===== config.mk =====
export PLATFORM = sky130hd
export DESIGN_NAME = csa_accum_seq
export DESIGN_NICKNAME = d
export VERILOG_FILES = /design/src/rtl/csa_pkg.sv /design/src/rtl/csa_accum_seq_tree_4_2.sv /design/src/rtl/csa_accum_seq.sv
export SDC_FILE = /design/constraint.sdc
export NUM_CORES = 1
export LEC_CHECK = 0
export CAP_MARGIN = 20
export CORE_MARGIN = 1.5
export CORE_UTILIZATION = 30
export CTS_CLUSTER_DIAMETER = 200
export CTS_CLUSTER_SIZE = 10
export DETAILED_ROUTE_END_ITERATION = 10
export GPL_TIMING_DRIVEN = 0
export SETUP_SLACK_MARGIN = 0.5
export SLEW_MARGIN = 20
export SYNTH_ARGS = -nofsm -noshare
export SYNTH_HDL_FRONTEND = slang
export SYNTH_SLANG_ARGS = --single-unit

===== constraint.sdc =====
create_clock -name clk -period 3.5 [get_ports clk]
set_input_delay 1.05 -clock clk [delete_from_list [all_inputs] [get_ports clk]]
set_output_delay 1.05 -clock clk [all_outputs]
set_load 0.005 [all_outputs]

===== src/rtl/csa_pkg.sv =====
// csa_pkg: types and constants shared by the carry-save accumulation blocks.
//   csa_seq_state_t  : sequencer FSM state encoding
//   CSA_OPS_PER_BEAT : operands delivered per op_valid/op_ready beat
package csa_pkg;

  typedef enum logic [1:0] {
    IDLE    = 2'd0,
    ACCUM   = 2'd1,
    RESOLVE = 2'd2,
    DONE    = 2'd3
  } csa_seq_state_t;

  localparam int CSA_OPS_PER_BEAT = 2;

endpackage


===== src/rtl/csa_accum_seq_tree_4_2.sv =====
// tree_4_2: WIDTH-bit 4:2 carry-save compressor built from an array of
// per-bit cells. Each cell is two chained full adders; the first adder's
// carry ripples only one bit sideways (cin/cout), so depth is constant.
//   in0..in3 : four WIDTH-bit addends
//   sum      : redundant sum, weight 2^i
//   carry    : redundant carry, bit i has weight 2^(i+1)
//   cout     : lateral carry out of the MSB cell (weight 2^WIDTH)
// in0+in1+in2+in3 == sum + 2*carry (mod 2^WIDTH).

module csa_4_2_cell (
  input  logic a,
  input  logic b,
  input  logic c,
  input  logic d,
  input  logic cin,
  output logic sum,
  output logic carry,
  output logic cout
);
  logic s1;
  assign s1    = a ^ b ^ c;
  assign cout  = (a & b) | (a & c) | (b & c);
  assign sum   = s1 ^ d ^ cin;
  assign carry = (s1 & d) | (s1 & cin) | (d & cin);
endmodule

module tree_4_2 #(
  parameter int WIDTH = 32
) (
  input  logic [WIDTH-1:0] in0,
  input  logic [WIDTH-1:0] in1,
  input  logic [WIDTH-1:0] in2,
  input  logic [WIDTH-1:0] in3,
  output logic [WIDTH-1:0] sum,
  output logic [WIDTH-1:0] carry,
  output logic             cout
);
  // lat[i] is the lateral carry entering bit i; lat[i+1] leaves it.
  logic [WIDTH:0] lat;
  assign lat[0] = 1'b0;
  assign cout   = lat[WIDTH];

  for (genvar i = 0; i < WIDTH; i++) begin : g_bit
    csa_4_2_cell u_cell (
      .a     (in0[i]),
      .b     (in1[i]),
      .c     (in2[i]),
      .d     (in3[i]),
      .cin   (lat[i]),
      .sum   (sum[i]),
      .carry (carry[i]),
      .cout  (lat[i+1])
    );
  end
endmodule


===== src/rtl/csa_accum_seq.sv =====
// csa_accum_seq: multi-operand accumulation sequencer.
// Takes n_ops operands two per beat, folds each beat into a redundant
// (s_q, c_q) pair through a 4:2 compressor, then does one carry-propagate
// add and offers the sum on a valid/ready output.
//   clk, reset  : clock, synchronous active-high reset
//   start,n_ops : begin a transaction of n_ops operands (sampled in IDLE)
//   busy        : any state other than IDLE
//   op_valid/op_ready/op_a/op_b : operand beat handshake (ready in ACCUM)
//   res_valid/res_ready/result  : result handshake (valid in DONE)
// All outputs come straight from registers or the state register.

module csa_accum_seq
  import csa_pkg::*;
#(
  parameter int WIDTH = 32,
  parameter int CNT_W = 8
) (
  input  logic             clk,
  input  logic             reset,
  input  logic             start,
  input  logic [CNT_W-1:0] n_ops,
  output logic             busy,
  input  logic             op_valid,
  output logic             op_ready,
  input  logic [WIDTH-1:0] op_a,
  input  logic [WIDTH-1:0] op_b,
  output logic             res_valid,
  input  logic             res_ready,
  output logic [WIDTH-1:0] result
);

  localparam logic [CNT_W-1:0] CNT_ONE   = CNT_W'(1);
  localparam logic [CNT_W-1:0] CNT_BEAT  = CNT_W'(CSA_OPS_PER_BEAT);

  csa_seq_state_t   state;
  logic [WIDTH-1:0] s_q, c_q, res_q;
  logic [CNT_W-1:0] rem_q;

  logic [WIDTH-1:0] c_sh;      // carry realigned to its true weight
  logic [WIDTH-1:0] b_eff;
  logic [WIDTH-1:0] t_sum, t_carry;
  logic             t_cout;
  logic [CNT_W-1:0] step;
  logic             last_beat;

  // Carry bit i carries weight 2^(i+1); the MSB carry falls off modulo 2^WIDTH.
  assign c_sh = {c_q[WIDTH-2:0], 1'b0};

  // Odd operand count: the final beat holds a single real operand.
  assign b_eff     = (rem_q == CNT_ONE) ? '0 : op_b;
  assign step      = (rem_q < CNT_BEAT) ? rem_q : CNT_BEAT;
  assign last_beat = (rem_q <= CNT_BEAT);

  tree_4_2 #(.WIDTH(WIDTH)) u_tree (
    .in0   (s_q),
    .in1   (c_sh),
    .in2   (op_a),
    .in3   (b_eff),
    .sum   (t_sum),
    .carry (t_carry),
    .cout  (t_cout)
  );

  // Bits above 2^WIDTH are dropped by design (modulo arithmetic).
  logic unused_hi;
  assign unused_hi = c_q[WIDTH-1] ^ t_cout;

  always_ff @(posedge clk) begin
    if (reset) begin
      state <= IDLE;
      s_q   <= '0;
      c_q   <= '0;
      rem_q <= '0;
      res_q <= '0;
    end else begin
      unique case (state)
        IDLE: begin
          if (start) begin
            if (n_ops != '0) begin
              s_q   <= '0;
              c_q   <= '0;
              rem_q <= n_ops;
              state <= ACCUM;
            end else begin
              // Empty transaction: result is trivially zero.
              res_q <= '0;
              state <= DONE;
            end
          end
        end
        ACCUM: begin
          if (op_valid) begin
            s_q   <= t_sum;
            c_q   <= t_carry;
            rem_q <= rem_q - step;
            if (last_beat) state <= RESOLVE;
          end
        end
        RESOLVE: begin
          res_q <= s_q + c_sh;
          state <= DONE;
        end
        DONE: begin
          if (res_ready) state <= IDLE;
        end
        default: state <= IDLE;
      endcase
    end
  end

  assign busy      = (state != IDLE);
  assign op_ready  = (state == ACCUM);
  assign res_valid = (state == DONE);
  assign result    = res_q;

endmodule


==> flow_summary_export.csv, run 1 <==
group,metric,value,unit
outcome,run_status,"completed",
setup_path,crit_path_top_delay_cell,"sky130_fd_sc_hd__or4_4",
setup_path,worst_path_dominant_cell_family,"simple AND/OR/NAND/NOR gates",
drt,drt-total-wl,21.0,mm
floorplanning,floorplan.die_area,24400,um^2
drt,drt-vias-per-instance,5.08,
synth,yosysTopAreaCell,"sky130_fd_sc_hd__dfxtp_1",
final_layout,diodes,0,
power,p_per_area,459,nW/um^2
synth,synth.area.top_cells,"sky130_fd_sc_hd__dfxtp_1 30%, sky130_fd_sc_hd__fa_1 17%, sky130_fd_sc_hd__a22oi_1 7.0%, sky130_fd_sc_hd__ha_1 6.7%, sky130_fd_sc_hd__nor2_1 5.2%",
synth,synth_warnings,0,
drt,detailed_routing_iterations_pass_1,5,
clock_network,cts_tree,"yes",
timing,hold-worst-slack,0.455,ns
drt,drt_drc_violations_left,0,
floorplanning,floorplan.initialDensity,30.9,%
timing,worst_slew_pin_slew,0.874,ns
synth,area_share_of_the_leading_cell_type_in_the_synthesized_netlist,29.8,%
timing,slew_headroom,41.7,%
timing,fin_tns_setup,0,ns
synth,synth_flop_cell,"sky130_fd_sc_hd__dfxtp_1",
placed_design,routabilityCongestion,0.918,
synth,synth-seq-cells,105,
clock_network,post_cts_hold_buffer_count,0,
drt,antenna_violating_nets_post_route,0,
clock_network,ctsHtreeMaxLevel,3,
clock_network,clock_path_buffers,2,
flow_run,cap_violations,0,
global_routing,grt_start_max_net_pins,18,
setup_path,required,3.80,ns
timing,maxSlewViolCount,0,
timing,fmax,0.339,GHz
global_routing,grt_pass1_vias,6107,
power,leakagePower,3.57,nW
synth,post_synth_num_cell_types,67,
synth,synth.avg_cell_area,9.19,um^2
timing,setup_viol,0,
synth,synth.yosys.seq_area_share,29.8,%
power,report.power.total,4.13,mW
setup_path,crit_path_cell_trace,"clkdlybuf4s50_1 -> or4_4 -> nor2_4 -> a31o_4 -> buf_8 -> and3_4 -> nand3b_1 -> or3_1 -> nand3_1",
clock_network,root_buffer,"sky130_fd_sc_hd__clkbuf_16",
global_routing,total_global_routing_overflow,0,
floorplanning,core-area,22800,um^2
timing,final-hold-violation-count,0,
global_routing,global_route.usage.total,17.9,%
synth,post_synth_inst_count,768,
setup_path,worst-path-max-fanout,7,
clock_network,sink_count_of_the_clock_tree,105,
setup_path,cp-start-kind,"input pin",
setup_path,cp_slowest_stage_delay,0.54,ns
floorplanning,die_h,156,um
setup_path,critical_path.n_buffers_inverters,2,
clock_network,cts_made_buffers,9,
clock_network,worstSkewPairLatency,0.36,ns
synth,combined_area_of_all_synthesized_cells,7050,um^2
clock_network,path_clk_slew,0.07,ns
drt,dr_total_vias,6183,
setup_path,critical_path.endpoint_type,"register",
placed_design,place.port_buffers,110,
timing,period_share,84.2,%
setup_path,arrival,3.25,ns
floorplanning,die_x,156,um
global_routing,antenna_found_initial,0,
final_layout,area_delta_synth_final,27.4,%
floorplanning,boundaryPins,112,
setup_path,setup.worst_path.class,"input pin to register",
floorplanning,std_cell_rows,55,
placed_design,dp_hpwl,16.6,mm
synth,mappedNetlistNets,944,
timing,skew,0.0128,ns
drt,detail_route.wl_per_cell,17.3,um
synth,number_of_flops_mapped_to_enable_cells_by_yosys,0,
timing,finalCriticalPeriod,2.95,ns
setup_path,setup_slack_on_the_worst_flop_to_flop_path,0.62,ns
global_routing,grt_first_pass_wirelength,33.7,mm
final_layout,filler_cell_count,2328,
final_layout,drive_gt1_share,6.98,%
power,ir_drop,252,uV
hold_path,min-delay-path-class,"register to register",
drt,drtIter0Drc,488,
timing,rsz_0062_raised_after_global_routing,"true",
final_layout,finalNetCount,1074,
synth,async_flop_share,0,%
-- power breakdown --
group	internal, mW	switching, mW	total (mW)
clock	0.526	0.482	1.01
sequential	1.31	0.138	1.45
combinational	0.676	0.999	1.68
total	2.51	1.62	4.13
-- registers in the layout, summed over array words and instances (netlist names) --
register  flops
c_q          31
rem_q         8
result       32
s_q          32
state         2
-- layout make-up --
cell class / count / area [um^2] / area share, %
Sequential cell: 105 / 2100 / 23.4
Tap cell: 313 / 392 / 4.36
Clock buffer: 11 / 253 / 2.81
Timing Repair Buffer: 119 / 1170 / 13.0
Clock inverter: 5 / 37.5 / 0.418
Inverter: 13 / 48.8 / 0.543
Buffer: 46 / 280 / 3.12
Multi-Input combinational cell: 604 / 4710 / 52.4
-- worst reg2reg max path, cell delays in order (launching register included) --
cell and delay (ns):
sky130_fd_sc_hd__dfxtp_1 0.35, sky130_fd_sc_hd__ha_1 0.25, sky130_fd_sc_hd__fa_1 0.48, sky130_fd_sc_hd__a211oi_1 0.28
sky130_fd_sc_hd__o21bai_1 0.17, sky130_fd_sc_hd__a22o_1 0.33, sky130_fd_sc_hd__a21oi_4 0.27, sky130_fd_sc_hd__nor4_1 0.10
sky130_fd_sc_hd__or3_1 0.31, sky130_fd_sc_hd__a32o_1 0.24
-- cells in the mapped netlist (all sizes together), types with 4 or more instances --
master / instances
dfxtp: 105
nor2: 98
a22oi: 66
fa: 61
nand2: 53
a21oi: 46
o21ai: 40
ha: 38
and2: 36
clkbuf: 34
nand3: 20
a21o: 15
inv: 13
xnor2: 13
buf: 12
xor2: 12
nand4: 9
o21a: 7
o31ai: 7
a211oi: 6
a31oi: 6
nor3: 6
or3: 6
nor2b: 5
o21bai: 4
o221ai: 4
-- layout by cell type, fill, tap and decap left out, types with 12 or more instances in the layout --
cell,instances
sky130_fd_sc_hd__a21o_1,15
sky130_fd_sc_hd__a21oi_1,45
sky130_fd_sc_hd__a22oi_1,66
sky130_fd_sc_hd__and2_1,34
sky130_fd_sc_hd__buf_4,12
sky130_fd_sc_hd__clkbuf_1,24
sky130_fd_sc_hd__clkdlybuf4s50_1,110
sky130_fd_sc_hd__dfxtp_1,105
sky130_fd_sc_hd__fa_1,61
sky130_fd_sc_hd__ha_1,38
sky130_fd_sc_hd__inv_1,13
sky130_fd_sc_hd__nand2_1,52
sky130_fd_sc_hd__nand3_1,19
sky130_fd_sc_hd__nor2_1,97
sky130_fd_sc_hd__o21ai_0,37
sky130_fd_sc_hd__xnor2_1,13
sky130_fd_sc_hd__xor2_1,12
-- worst paths after layout --
path / start / endpoint / depth (start not counted)
setup reg to reg: s_q[1]$_SDFFE_PP0P_ / result[29]$_SDFFE_PP0P_ / 9
hold / removal: result[17]$_SDFFE_PP0P_ / result[17]$_SDFFE_PP0P_ / 2
setup / recovery: n_ops[5] / result[28]$_SDFFE_PP0P_ / 9
hold reg to reg: result[17]$_SDFFE_PP0P_ / result[17]$_SDFFE_PP0P_ / 2
-- routing by layer --
| metal | global-route usage, % | wire, um |
|---|---|---|
| met1 | 24.7 | 9810 |
| met2 | 28.8 | 9730 |
| met3 | 2.91 | 1090 |
| met4 | 4.94 | 382 |
| met5 | 0 | 0 |
-- timing repair --
action	CTS	global route
resized for setup	19	17
pin swaps	0	4
endpoints found under the setup margin	65	74
cloned	0	0
setup buffers	0	9
-- cell families after synthesis --
logic type / Yosys count / synth area share (%)
DFF: 105 / 29.8
xor gates and xnor gates: 25 / 3.10
AOI/OAI and AO/OA: 225 / 21.6
buffers and inverters: 59 / 3.85
adders and majority gates: 99 / 24.1
other: 1 / 0.0532
muxes: 3 / 0.426
and+or+nand+nor: 251 / 17.1
-- per-stage QoR --
step,cell area [um^2],setup slack (ns),cells,util [%]
after global placement,8550,-0.167,1191,37.4
after global routing,8990,0.476,1216,39.3
final,8990,0.554,1216,39.3
after floorplan,7050,0.778,768,-
after detailed placement,8550,-0.151,1191,37.4
after CTS,8890,0.513,1207,38.9
Power figures use the tool's default switching activity.
==> run 2: changes to the inputs <==
clock period = 2.92 ns   (was 3.5 ns; I/O delays follow)
==> flow_summary_export.csv, run 2 (synthesis gave the netlist of run 1 again) <==
group,metric,value,unit
outcome,run_status,"completed",
placed_design,routabilityCongestion,0.911,
placed_design,dp_hpwl,16.8,mm
setup_path,worst_path_dominant_cell_family,"compound AO/OA/AOI/OAI gates",
timing,fmax,0.411,GHz
final_layout,final-seq-area,2130,um^2
placed_design,place.port_buffers,110,
floorplanning,boundaryPins,112,
clock_network,worstSkewPairLatency,0.36,ns
timing,finalCriticalPeriod,2.43,ns
clock_network,sink_count_of_the_clock_tree,105,
clock_network,cts_tree,"yes",
setup_path,cp-start-kind,"register",
setup_path,crit_path_top_delay_cell,"sky130_fd_sc_hd__fa_2",
setup_path,required,3.16,ns
clock_network,clock_path_buffers,2,
drt,drtIter0Drc,355,
timing,hold-worst-slack,0.451,ns
drt,drt_drc_violations_left,0,
setup_path,cp_slowest_stage_delay,0.38,ns
global_routing,global_route.usage.total,18.4,%
floorplanning,floorplan.die_area,24400,um^2
final_layout,finalNetCount,1092,
clock_network,root_buffer,"sky130_fd_sc_hd__clkbuf_16",
global_routing,antenna_found_initial,0,
drt,dr_total_vias,6301,
setup_path,critical_path.endpoint_type,"register",
clock_network,ctsHtreeMaxLevel,3,
timing,rsz_0062_raised_after_global_routing,"true",
global_routing,grt_pass1_vias,6285,
drt,detailed_routing_iterations_pass_1,7,
drt,drt-total-wl,21.9,mm
clock_network,post_cts_hold_buffer_count,0,
setup_path,critical_path.n_buffers_inverters,0,
floorplanning,die_x,156,um
final_layout,final_core_utilization,41.7,%
timing,worst_slew_pin_slew,0.736,ns
global_routing,grt_start_max_net_pins,20,
floorplanning,core-area,22800,um^2
timing,skew,0.0170,ns
global_routing,grt_first_pass_wirelength,34.3,mm
final_layout,layout.cells.most_common_list,"98 x sky130_fd_sc_hd__clkdlybuf4s50_1, 96 x sky130_fd_sc_hd__nor2_1, 82 x sky130_fd_sc_hd__dfxtp_1",
hold_path,min-delay-path-class,"register to register",
timing,period_share,83.4,%
final_layout,filler_cell_count,2327,
setup_path,crit_path_cell_trace,"ha_4 -> fa_2 -> a211oi_2 -> o21bai_2 -> a22o_4 -> a21oi_4 -> nor4_2 -> or3_1 -> a32o_1",
power,ir_drop,358,uV
clock_network,cts_made_buffers,9,
timing,setup_viol,0,
floorplanning,die_h,156,um
clock_network,path_clk_slew,0.08,ns
drt,antenna_violating_nets_post_route,0,
final_layout,area_delta_synth_final,35.0,%
power,p_per_area,545,nW/um^2
drt,drt-vias-per-instance,5.11,
setup_path,worst-path-max-fanout,4,
global_routing,total_global_routing_overflow,0,
timing,final-hold-violation-count,0,
final_layout,layout.cells.most_common,"sky130_fd_sc_hd__clkdlybuf4s50_1",
floorplanning,std_cell_rows,55,
timing,maxSlewViolCount,0,
setup_path,setup.worst_path.class,"register to register",
setup_path,arrival,2.68,ns
final_layout,diodes,0,
power,leakagePower,3.76,nW
final_layout,multi_input_area,5030,um^2
floorplanning,floorplan.initialDensity,30.9,%
final_layout,drive_gt1_share,18.6,%
drt,detail_route.wl_per_cell,17.7,um
timing,slew_headroom,50.9,%
flow_run,cap_violations,0,
==> run 2: cell count changes in the layout (fill, tap and decap cells not counted), moves of 7 or more <==
cell	change
sky130_fd_sc_hd__a21oi_1	-12
sky130_fd_sc_hd__dfxtp_1	-23
sky130_fd_sc_hd__a21oi_2	+9
sky130_fd_sc_hd__buf_4	+18
sky130_fd_sc_hd__clkbuf_1	-11
sky130_fd_sc_hd__clkbuf_2	+7
sky130_fd_sc_hd__ha_4	+7
sky130_fd_sc_hd__ha_1	-9
sky130_fd_sc_hd__dfxtp_2	+22
sky130_fd_sc_hd__clkdlybuf4s50_1	-12
==> run 2: what timing repair did <==
| action | CTS | global route |
|---|---|---|
| resized for setup | 105 | 56 |
| endpoints found under the setup margin | 105 | 89 |
| pin swaps | 19 | 27 |
| setup buffers | 18 | 9 |
==> run 2: final timing paths <==
path | start | endpoint | slack (ns) | cells after the start
setup reg to reg | s_q[1]$_SDFFE_PP0P_ | result[29]$_SDFFE_PP0P_ | 0.49 | 9
setup / recovery | s_q[1]$_SDFFE_PP0P_ | result[29]$_SDFFE_PP0P_ | 0.49 | 9
hold / removal | result[27]$_SDFFE_PP0P_ | result[27]$_SDFFE_PP0P_ | 0.45 | 2
hold reg to reg | result[27]$_SDFFE_PP0P_ | result[27]$_SDFFE_PP0P_ | 0.45 | 2
==> run 2: cell type report <==
type                       count  share of cell area (%)
clock inverter                 6                   0.670
inverter                      13                   0.512
sequential                   105                    22.4
tap                          313                    4.11
clock buffer                  10                    2.40
timing repair buffer         137                    13.5
buffer                        46                    3.55
multi-input combinational    604                    52.9
==> run 2: layer usage <==
layer  global-route usage [%]  routed length, um  vias up
li1                         -                  -     3036
met1                     24.5              10100     3084
met5                        0                  0        -
met3                     3.54                951       20
met4                     3.13                306        0
met2                     31.3              10500      161
==> run 2: worst min-delay path, delay by kind of cell, from the launching register on <==
kind               cells  cell delay (ns)
and+or+nand+nor        1             0.05
DFF                    1             0.32
AOI/OAI and AO/OA      1             0.05
==> run 2: stage by stage <==
step                      cells  setup TNS, ns  area (um^2)  power [mW]  setup slack (ns)
after floorplan             768              0         7080        3.04             0.382
after detailed placement   1191         -28.45         8570        3.70            -0.413
final                      1234              0         9530        5.19             0.485
after global routing       1234              0         9530        5.53             0.355
after global placement     1191         -25.98         8570        3.68            -0.367
after CTS                  1225              0         9290        5.10             0.500
==> run 2: where the power goes <==
part           switching (mW)  leakage, nW  internal [mW]
Clock                   0.614        0.139          0.603
Combinational            1.26         2.76          0.950
Sequential              0.186        0.861           1.58
Total                    2.06         3.76           3.13
